--- src/rtl/steak_timer.sv ---
// steak_timer: timing source for the per-steak doneness controller.
//
// Produces a one-cycle game-second strobe from a clk prescaler. It also drives a
// "show" level, which is raised after a spawn delay, and a slow "cook_phase" level.
// Each toggle of cook_phase advances the steak's doneness by one stage.
//
// Ports:
//   clk          system clock
//   resetn       synchronous, active-low reset
//   clock_en     high while the steak is actively cooking
//   show_hold_n  low = no steak (spawn delay runs), high = steak present
//   show_time    spawn delay in seconds (0..7), latched when show_hold_n falls
//   pause        (only with STEAK_TIMER_PAUSE_EN) freezes all timing
//   show         high once the spawn delay has elapsed, until show_hold_n rises
//   cook_phase   toggles every COOK_SECS seconds while clock_en is high
//   sec_pulse    one-clk strobe per game second
//
// Optional feature: define STEAK_TIMER_PAUSE_EN to add the pause input.

module steak_timer #(
  parameter int unsigned TICKS_PER_SEC  = 50000000,
  parameter int unsigned COOK_SECS      = 2,
  parameter int unsigned SHOW_BASE_SECS = 1
) (
  input  logic       clk,
  input  logic       resetn,
  input  logic       clock_en,
  input  logic       show_hold_n,
  input  logic [2:0] show_time,
`ifdef STEAK_TIMER_PAUSE_EN
  input  logic       pause,
`endif
  output logic       show,
  output logic       cook_phase,
  output logic       sec_pulse
);

  localparam int unsigned PW = (TICKS_PER_SEC > 1) ? $clog2(TICKS_PER_SEC) : 1;
  localparam int unsigned SW = (COOK_SECS > 0) ? $clog2(COOK_SECS + 1) : 1;

  localparam logic [PW-1:0] PresMax  = PW'(TICKS_PER_SEC - 1);
  localparam logic [SW-1:0] StageMax = SW'(COOK_SECS - 1);
  localparam logic [3:0]    ShowBase = 4'(SHOW_BASE_SECS);

  logic [PW-1:0] prescaler_q, prescaler_d;
  logic [3:0]    sec_cnt_q, sec_cnt_d;
  logic [3:0]    target_q, target_d;
  logic [SW-1:0] stage_cnt_q, stage_cnt_d;
  logic          show_q, show_d;
  logic          phase_q, phase_d;
  logic          hold_q, en_q;

  logic pause_w;
  logic hold_fall, en_rise, reload, pres_wrap, tick;

`ifdef STEAK_TIMER_PAUSE_EN
  assign pause_w = pause;
`else
  assign pause_w = 1'b0;
`endif

  // Edge detection and the shared prescaler-reload decision.
  always_comb begin
    hold_fall = hold_q & ~show_hold_n;   // steak removed
    en_rise   = clock_en & ~en_q;        // cooking starts
    reload    = hold_fall | en_rise;
    pres_wrap = (prescaler_q == PresMax);
    sec_pulse = pres_wrap & ~pause_w;
    // A reload restarts the second, so a coincident strobe must not count.
    tick      = sec_pulse & ~reload;
  end

  // Prescaler next state.
  always_comb begin
    prescaler_d = prescaler_q;
    if (reload) begin
      prescaler_d = '0;
    end else if (!pause_w) begin
      if (pres_wrap) begin
        prescaler_d = '0;
      end else begin
        prescaler_d = prescaler_q + PW'(1);
      end
    end
  end

  // Spawn delay: counts seconds up to the latched target, then raises show.
  always_comb begin
    sec_cnt_d = sec_cnt_q;
    target_d  = target_q;
    show_d    = show_q;
    if (show_hold_n) begin
      // Steak present: nothing to time; show drops one clk after the rise.
      sec_cnt_d = '0;
      show_d    = 1'b0;
    end else if (hold_fall) begin
      // Target is latched only here, so later show_time changes are ignored.
      target_d  = {1'b0, show_time} + ShowBase;
      sec_cnt_d = '0;
      show_d    = 1'b0;
    end else if (tick && (sec_cnt_q < target_q)) begin
      sec_cnt_d = sec_cnt_q + 4'd1;
      if ((sec_cnt_q + 4'd1) == target_q) begin
        show_d = 1'b1;
      end
    end
  end

  // Cook phase: toggles once per COOK_SECS seconds of active cooking.
  always_comb begin
    stage_cnt_d = stage_cnt_q;
    phase_d     = phase_q;
    if (!clock_en) begin
      // Wait/absent states clear the phase, so every cook starts from 0.
      stage_cnt_d = '0;
      phase_d     = 1'b0;
    end else if (tick) begin
      if (stage_cnt_q == StageMax) begin
        stage_cnt_d = '0;
        phase_d     = ~phase_q;
      end else begin
        stage_cnt_d = stage_cnt_q + SW'(1);
      end
    end
  end

  always_ff @(posedge clk) begin
    if (!resetn) begin
      prescaler_q <= '0;
      sec_cnt_q   <= '0;
      target_q    <= ShowBase;
      stage_cnt_q <= '0;
      show_q      <= 1'b0;
      phase_q     <= 1'b0;
      hold_q      <= 1'b0;
      en_q        <= 1'b0;
    end else begin
      prescaler_q <= prescaler_d;
      sec_cnt_q   <= sec_cnt_d;
      target_q    <= target_d;
      stage_cnt_q <= stage_cnt_d;
      show_q      <= show_d;
      phase_q     <= phase_d;
      // Edge detectors keep sampling even while paused.
      hold_q      <= show_hold_n;
      en_q        <= clock_en;
    end
  end

  assign show       = show_q;
  assign cook_phase = phase_q;

endmodule

--- config.mk ---
export PLATFORM = sky130hd
export DESIGN_NAME = steak_timer
export DESIGN_NICKNAME = d
export VERILOG_FILES = /design/src/rtl/steak_timer.sv
export SDC_FILE = /design/constraint.sdc
export NUM_CORES = 1
export LEC_CHECK = 0
export BUFFER_PORTS_ARGS = -buffer_cell sky130_fd_sc_hd__buf_4
export CORE_UTILIZATION = 50
export CTS_CLUSTER_DIAMETER = 60
export CTS_CLUSTER_SIZE = 14
export DETAILED_ROUTE_END_ITERATION = 10
export PLACE_DENSITY = 0.64
export SYNTH_ARGS = -nofsm -noshare
export SYNTH_HDL_FRONTEND = slang
export SYNTH_SLANG_ARGS = --single-unit
--- constraint.sdc ---
create_clock -name clk -period 3.4 [get_ports clk]
set_input_delay 0.51 -clock clk [delete_from_list [all_inputs] [get_ports clk]]
set_output_delay 0.51 -clock clk [all_outputs]
set_load 0.005 [all_outputs]
==> qor.json, run 1 <==
{
  "worstRegToRegCells": {"value": 6},
  "synth.yosys.warnings": {"value": 0},
  "placement.cell_area": {"value": 0.00204, "unit": "mm^2"},
  "avgRoutedWirePerCell": {"value": 12.7, "unit": "um"},
  "syn2layout_area_growth": {"value": 10.4, "unit": "%"},
  "num_io_pins": {"value": 10},
  "power-per-cell-area": {"value": 393, "unit": "mW/mm^2"},
  "detail_route.first_pass.iterations": {"value": 4},
  "preCtsSetupSlack": {"value": 1.05, "unit": "ns"},
  "crit_path_start": {"value": "prescaler_q[0]"},
  "synth_largest_type_area_fraction": {"value": 41.3, "unit": "%"},
  "switching_power": {"value": 173, "unit": "uW"},
  "grt_start_max_net_pins": {"value": 27},
  "core": {"value": 0.00369, "unit": "mm^2"},
  "die_height": {"value": 64.3, "unit": "um"},
  "critical_path.reg2reg.startpoint": {"value": "prescaler_q[0]"},
  "grt_pass1_wl": {"value": 6540, "unit": "um"},
  "status": {"value": "complete, no violations"},
  "final.period_utilization": {"value": 68.5, "unit": "%"},
  "sw_frac_of_total": {"value": 20.6, "unit": "%"},
  "p_int": {"value": 668, "unit": "uW"},
  "startpoint_type": {"value": "flip-flop"},
  "num_rows": {"value": 22},
  "clkSlewWorstSetupHoldPaths": {"value": 0.07, "unit": "ns"},
  "max-clock-path-buffers": {"value": 2},
  "synth_seq_area_share": {"value": 41.3, "unit": "%"},
  "hpwlAfterDp": {"value": 2640, "unit": "um"},
  "insertion_delay": {"value": 0.28, "unit": "ns"},
  "post_route_cells_drive_above_1_share": {"value": 12.2, "unit": "%"},
  "cts_repair_resize_count": {"value": 0},
  "vias": {"value": 1481},
  "r2r-end": {"value": "prescaler_q[24]"},
  "antenna_found_initial": {"value": 0},
  "initial_utilization": {"value": 52.6, "unit": "%"},
  "post_synth.cell_area_avg": {"value": 8.86, "unit": "um^2"},
  "via_count_of_the_first_global_routing_pass": {"value": 1522},
  "synthTopCellsByArea": {"value": "sky130_fd_sc_hd__dfxtp_1 (41%), sky130_fd_sc_hd__xnor2_1 (6.8%), sky130_fd_sc_hd__xor2_1 (6.3%)"},
  "share_comb_of_total_power": {"value": 4.3, "unit": "%"},
  "share_seq_of_total_power": {"value": 56.7, "unit": "%"},
  "netlist.top_cell.by_area": {"value": "sky130_fd_sc_hd__dfxtp_1"},
  "finalHoldViolCount": {"value": 0},
  "finClkSkew": {"value": 0.00601, "unit": "ns"},
  "timing.setup.tns": {"value": 0, "unit": "ns"},
  "synthesis.instances": {"value": 219},
  "critical-path-top-delay-family": {"value": "simple AND/OR/NAND/NOR gates"},
  "setup_slack_of_the_most_critical_reg_to_reg_path": {"value": 1.07, "unit": "ns"},
  "routed_wl": {"value": 3530, "unit": "um"},
  "power.ir.vdd_worst": {"value": 0.215, "unit": "mV"},
  "ys_seq_elements": {"value": 40},
  "rsz0062_at_grt": {"value": "false"},
  "die-width": {"value": 64.3, "unit": "um"},
  "place_congestion": {"value": 0.790},
  "synth_flop_cell": {"value": "sky130_fd_sc_hd__dfxtp_1"},
  "cp_cell_sequence": {"value": "ha_1 -> nand3_2 -> nor4_1 -> nand4_1 -> xnor2_1 -> nor2_1"},
  "post_synth_instance_area": {"value": 0.00194, "unit": "mm^2"},
  "critical_path.endpoint_type": {"value": "flip-flop"},
  "cts.sinks": {"value": 40},
  "critPathArrivalTime": {"value": 2.46, "unit": "ns"},
  "fin_crit": {"value": 2.33, "unit": "ns"},
  "critPathCapture": {"value": "prescaler_q[24]"},
  "critical_path_buf_inv_count": {"value": 0},
  "yosys.cell_types.count": {"value": 42},
  "grt.total_usage": {"value": 20.2, "unit": "%"},
  "transition_time_at_the_pin_with_the_least_slew_margin": {"value": 1.12, "unit": "ns"},
  "number_of_synthesized_flops_with_an_enable_pin": {"value": 0},
  "worstPathRequired": {"value": 3.53, "unit": "ns"},
  "cts.htree.levels": {"value": 2},
  "final-setup-viol-count": {"value": 0},
  "placement.io_buffers": {"value": 9},
  "detail_route.drc_violations": {"value": 0},
  "mean_number_of_vias_per_cell": {"value": 5.33},
  "clock_tree.root_cell": {"value": "sky130_fd_sc_hd__clkbuf_8"},
  "setup_ws": {"value": 1.07, "unit": "ns"},
  "antennaDiodeCount": {"value": 0},
  "crit_path_max_incr_delay": {"value": 0.96, "unit": "ns"},
  "slew-limit-headroom": {"value": 24.8, "unit": "%"},
  "drt-initial-drc-count": {"value": 73},
  "fmaxAchievable": {"value": 429, "unit": "MHz"},
  "grt-ovfl-total": {"value": 0},
  "clock_buffers_created_by_tritoncts": {"value": 5},
  "timing_max_transition_violations_final": {"value": 0},
  "path_depth": {"value": 6},
  "timing.max_cap.violations": {"value": 0},
  "clock_power_share": {"value": 39.0, "unit": "%"},
  "crit_type": {"value": "reg2reg"},
  "final_design_area_no_fill": {"value": 0.00214, "unit": "mm^2"},
  "antenna_violating_nets_post_route": {"value": 0},
  "async_flop_share": {"value": 0, "unit": "%"},
  "cts_setup_buffers": {"value": 0},
  "hold_path.class": {"value": "reg2reg"},
  "number_of_nets_at_the_end_of_the_flow": {"value": 244},
  "cp_max_fo": {"value": 7},
  "cpMaxStageDelayCell": {"value": "sky130_fd_sc_hd__nor4_1"},
  "synth.net_count": {"value": 233},
  "tritoncts_clock_tree": {"value": "built"},
  "power.leakage": {"value": 0.000776, "unit": "uW"},
  "die_area": {"value": 0.00413, "unit": "mm^2"},
  "cts_hold_buf": {"value": 0},
  "holdPathStages": {"value": 1}
}
==> synth_stat cells, drive strengths merged, types with 3 or more instances <==
library cell,instances
o21ai,5
nor2,29
inv,13
or4,4
and3,6
nand2,18
ha,7
nor4,5
buf,3
nand3,13
and2,5
nand4,11
dfxtp,40
xor2,14
a21boi,3
o31ai,3
a21oi,9
and4,3
xnor2,15
==> worst reg2reg max path, delay by kind of cell (launching register included) <==
family,cells,cell delay (ns)
simple gates,4,1.39
flops,1,0.38
fa+ha+maj,1,0.22
xor+xnor,1,0.20
==> registers in the layout (all words and copies together), names as in the netlist <==
register     count
prescaler_q     26
sec_cnt_q        4
target_q         4
stage_cnt_q      2
cook_phase       1
en_q             1
hold_q           1
show             1
==> final cells by class <==
| cell class | instances | area, um^2 |
|---|---|---|
| clock buffer | 7 | 96.3 |
| fill | 348 | 1550 |
| inverter | 13 | 48.8 |
| multi-input combinational | 161 | 1070 |
| sequential | 40 | 801 |
| tap | 48 | 60.1 |
| timing repair buffer | 9 | 67.6 |
==> power groups by stage <==
stage          Clock, uW  Combinational, uW  Sequential [uW]
2_1_floorplan          0               24.2              486
3_3_place_gp           0               35.3              487
3_5_place_dp           0               36.4              487
4_1_cts              342               36.6              476
5_1_grt              360               40.9              477
6_report             328               36.1              476
==> worst min path at each step <==
| stage | startpoint | to | slack, ns |
|---|---|---|---|
| 2_1_floorplan | stage_cnt_q[0] | stage_cnt_q[1] | 0.40 |
| 3_3_place_gp | stage_cnt_q[0] | stage_cnt_q[1] | 0.41 |
| 3_5_place_dp | stage_cnt_q[0] | stage_cnt_q[1] | 0.42 |
| 4_1_cts | stage_cnt_q[0] | stage_cnt_q[1] | 0.43 |
| 5_1_grt | show_time[0] | target_q[0] | 0.45 |
| 6_report | stage_cnt_q[0] | stage_cnt_q[1] | 0.43 |
==> layout by cell type (no fill, tap or decap), drive strengths merged, types with 6 or more instances in the layout <==
cell	n
and3	6
a21oi	9
ha	7
dfxtp	40
nand3	13
nand2	18
inv	13
xnor2	15
xor2	14
clkbuf	7
nand4	11
buf	9
nor2	29
==> through the flow <==
step           instances  total power (uW)  util [%]  hold WS [ns]
6_report             278               841      58.0         0.429
5_1_grt              278               877      58.0         0.454
4_1_cts              278               854      58.0         0.431
3_5_place_dp         271               524      55.4         0.419
3_3_place_gp         271               522      55.4         0.408
2_1_floorplan        219               511         -         0.403
==> kinds of logic (layout without fill, tap and decap cells) <==
logic type / after synthesis / count (layout) / synth area share (%)
buffers and inverters: 18 / 29 / 3.68
AND/OR/NAND/NOR: 103 / 103 / 30.5
AO/OA/AOI/OAI: 22 / 22 / 6.90
adder cells (fa/ha/maj): 7 / 7 / 4.52
flip-flops: 40 / 40 / 41.3
XOR/XNOR: 29 / 29 / 13.1
==> routing by layer <==
| metal | vias to the layer above | GRT usage, % | wire length (um) |
|---|---|---|---|
| met2 | 6 | 37.8 | 1830 |
| li1 | 774 | - | - |
| met3 | 2 | 5.36 | 54 |
| met1 | 699 | 22.5 | 1630 |
| met4 | 0 | 4.17 | 18 |
| met5 | - | 0 | 0 |
No activity file was read; power rests on OpenSTA's default activity.
==> run 2: changes to the inputs <==
==> constraint.sdc (replaced) <==
create_clock -name clk -period 2.4 [get_ports clk]
set_input_delay 0.36 -clock clk [delete_from_list [all_inputs] [get_ports clk]]
set_output_delay 0.36 -clock clk [all_outputs]
set_load 0.005 [all_outputs]
==> run 2 against run 1 <==
Clock skew is essentially flat. Maximum frequency increased by 11%. Count of clock-buffer cells in the layout grew 1. Sequential share of layout area down 0.28 points. Non-clock buffer count is 3 higher. Sequential power grew 42%. Die area is the same. Highest routed layer unchanged. Wire length is 0.57% lower. Utilization rose by 0.44 points. Global-route usage decreased by 1.6 points.
==> qor.json, run 2 (synthesis gave the netlist of run 1 again) <==
{
  "syn2layout_area_growth": {"value": 11.2, "unit": "%"},
  "cts_repair_resize_count": {"value": 0},
  "antenna_violating_nets_post_route": {"value": 0},
  "timing_max_transition_violations_final": {"value": 0},
  "setup_slack_of_the_most_critical_reg_to_reg_path": {"value": 0.30, "unit": "ns"},
  "insertion_delay": {"value": 0.29, "unit": "ns"},
  "fmaxAchievable": {"value": 476, "unit": "MHz"},
  "fin_crit": {"value": 2.10, "unit": "ns"},
  "cp_max_fo": {"value": 8},
  "finalHoldViolCount": {"value": 0},
  "initial_utilization": {"value": 52.6, "unit": "%"},
  "max-clock-path-buffers": {"value": 2},
  "power.leakage": {"value": 0.000786, "unit": "uW"},
  "r2r-end": {"value": "sec_cnt_q[3]"},
  "die-width": {"value": 64.3, "unit": "um"},
  "avgRoutedWirePerCell": {"value": 12.5, "unit": "um"},
  "grt.total_usage": {"value": 18.5, "unit": "%"},
  "worstHoldEndpoint": {"value": "target_q[0]"},
  "crit_type": {"value": "reg2reg"},
  "timing.max_cap.violations": {"value": 0},
  "grt_start_max_net_pins": {"value": 27},
  "transition_time_at_the_pin_with_the_least_slew_margin": {"value": 0.559, "unit": "ns"},
  "final.period_utilization": {"value": 87.6, "unit": "%"},
  "core": {"value": 0.00369, "unit": "mm^2"},
  "clock_tree.root_cell": {"value": "sky130_fd_sc_hd__clkbuf_8"},
  "timing.setup.tns": {"value": 0, "unit": "ns"},
  "critical_path.endpoint_type": {"value": "flip-flop"},
  "place_congestion": {"value": 0.799},
  "via_count_of_the_first_global_routing_pass": {"value": 1509},
  "layout_commonest_cell": {"value": "sky130_fd_sc_hd__dfxtp_1"},
  "total_chip_power": {"value": 1170, "unit": "uW"},
  "critical_path.reg2reg.startpoint": {"value": "prescaler_q[18]"},
  "grt_pass1_wl": {"value": 6070, "unit": "um"},
  "vias": {"value": 1512},
  "slew-limit-headroom": {"value": 62.3, "unit": "%"},
  "hold_path.class": {"value": "in2reg"},
  "setup_ws": {"value": 0.298, "unit": "ns"},
  "clock_buffers_created_by_tritoncts": {"value": 5},
  "worstPathRequired": {"value": 2.62, "unit": "ns"},
  "registers.top_by_ff_count": {"value": "prescaler_q"},
  "cts.sinks": {"value": 40},
  "rsz0062_at_grt": {"value": "false"},
  "power.ir.vdd_worst": {"value": 0.413, "unit": "mV"},
  "num_rows": {"value": 22},
  "min_from": {"value": "show_time[0]"},
  "reg_top3": {"value": "prescaler_q x26, sec_cnt_q x4, target_q x4"},
  "finClkSkew": {"value": 0.00563, "unit": "ns"},
  "clkSlewWorstSetupHoldPaths": {"value": 0.07, "unit": "ns"},
  "post_route_cells_drive_above_1_share": {"value": 12.8, "unit": "%"},
  "worstRegToRegCells": {"value": 5},
  "preCtsSetupSlack": {"value": 0.321, "unit": "ns"},
  "detail_route.first_pass.iterations": {"value": 4},
  "antenna_found_initial": {"value": 0},
  "nFillCells": {"value": 347},
  "power-per-cell-area": {"value": 544, "unit": "mW/mm^2"},
  "tritoncts_clock_tree": {"value": "built"},
  "cts.htree.levels": {"value": 2},
  "largest_register_ffs": {"value": 26},
  "detail_route.drc_violations": {"value": 0},
  "hpwlAfterDp": {"value": 2660, "unit": "um"},
  "placement.io_buffers": {"value": 9},
  "grt-ovfl-total": {"value": 0},
  "antennaDiodeCount": {"value": 0},
  "mostFrequentLayoutCells": {"value": "sky130_fd_sc_hd__dfxtp_1 (40), sky130_fd_sc_hd__nor2_1 (29), sky130_fd_sc_hd__nand2_1 (17)"},
  "drt-initial-drc-count": {"value": 51},
  "cts_setup_buffers": {"value": 0},
  "cts_hold_buf": {"value": 0},
  "die_area": {"value": 0.00413, "unit": "mm^2"},
  "mean_number_of_vias_per_cell": {"value": 5.36},
  "startpoint_type": {"value": "flip-flop"},
  "final-setup-viol-count": {"value": 0},
  "num_io_pins": {"value": 10},
  "die_height": {"value": 64.3, "unit": "um"},
  "holdPathStages": {"value": 2},
  "critPathArrivalTime": {"value": 2.32, "unit": "ns"},
  "routed_wl": {"value": 3510, "unit": "um"},
  "number_of_nets_at_the_end_of_the_flow": {"value": 247},
  "status": {"value": "complete, no violations"}
}
run 2: changes by cell type in the layout (fill, tap and decap cells not counted), sizes merged:
cell    change
buf         +3
clkbuf      +1
run 2: cell type report:
cell class	count	area (um^2)	share of cell area, %
clock buffer	8	90.1	4.18
inverter	13	48.8	2.26
multi-input combinational	161	1070	49.5
sequential	40	801	37.1
tap	48	60.1	2.78
timing repair buffer	12	90.1	4.18
run 2: worst max path at each step:
stage                        end       startpoint  slack [ns]  cells after the start
finish              sec_cnt_q[3]  prescaler_q[18]        0.30                      5
global route        sec_cnt_q[3]  prescaler_q[18]        0.18                      5
CTS                 sec_cnt_q[3]  prescaler_q[18]        0.30                      5
detailed placement  sec_cnt_q[3]  prescaler_q[18]        0.32                      5
global placement    sec_cnt_q[3]  prescaler_q[18]        0.36                      5
floorplan           sec_cnt_q[3]  prescaler_q[18]        0.42                      5
run 2: power breakdown:
group	total (uW)	switching, uW	internal (uW)
logic	52.3	30.5	21.8
clock network	445	211	234
registers	675	4.90	670
total	1170	246	926
run 2: critical path: stages, from the launching register on:
cell	delay [ns]
sky130_fd_sc_hd__dfxtp_1	0.36
sky130_fd_sc_hd__or4_4	0.57
sky130_fd_sc_hd__nor4_4	0.29
sky130_fd_sc_hd__nand4_4	0.17
sky130_fd_sc_hd__or4_1	0.50
sky130_fd_sc_hd__a21oi_1	0.15
run 2: per-layer routing:
metal	part of all wire, %	global-route usage, %	vias to the layer above
met5	0	0	-
met4	1.5	6.67	0
met3	2.3	3.75	10
met2	52	35.8	17
met1	44	19.4	704
li1	-	-	781
run 2: per-stage QoR:
step	area (um^2)	std cells	hold slack, ns	utilization [%]
2_1_floorplan	1940	219	0.403	-
3_3_place_gp	2070	274	0.408	56.0
3_5_place_dp	2070	274	0.422	56.0
4_1_cts	2160	282	0.293	58.5
5_1_grt	2160	282	0.311	58.5
6_report	2160	282	0.301	58.5
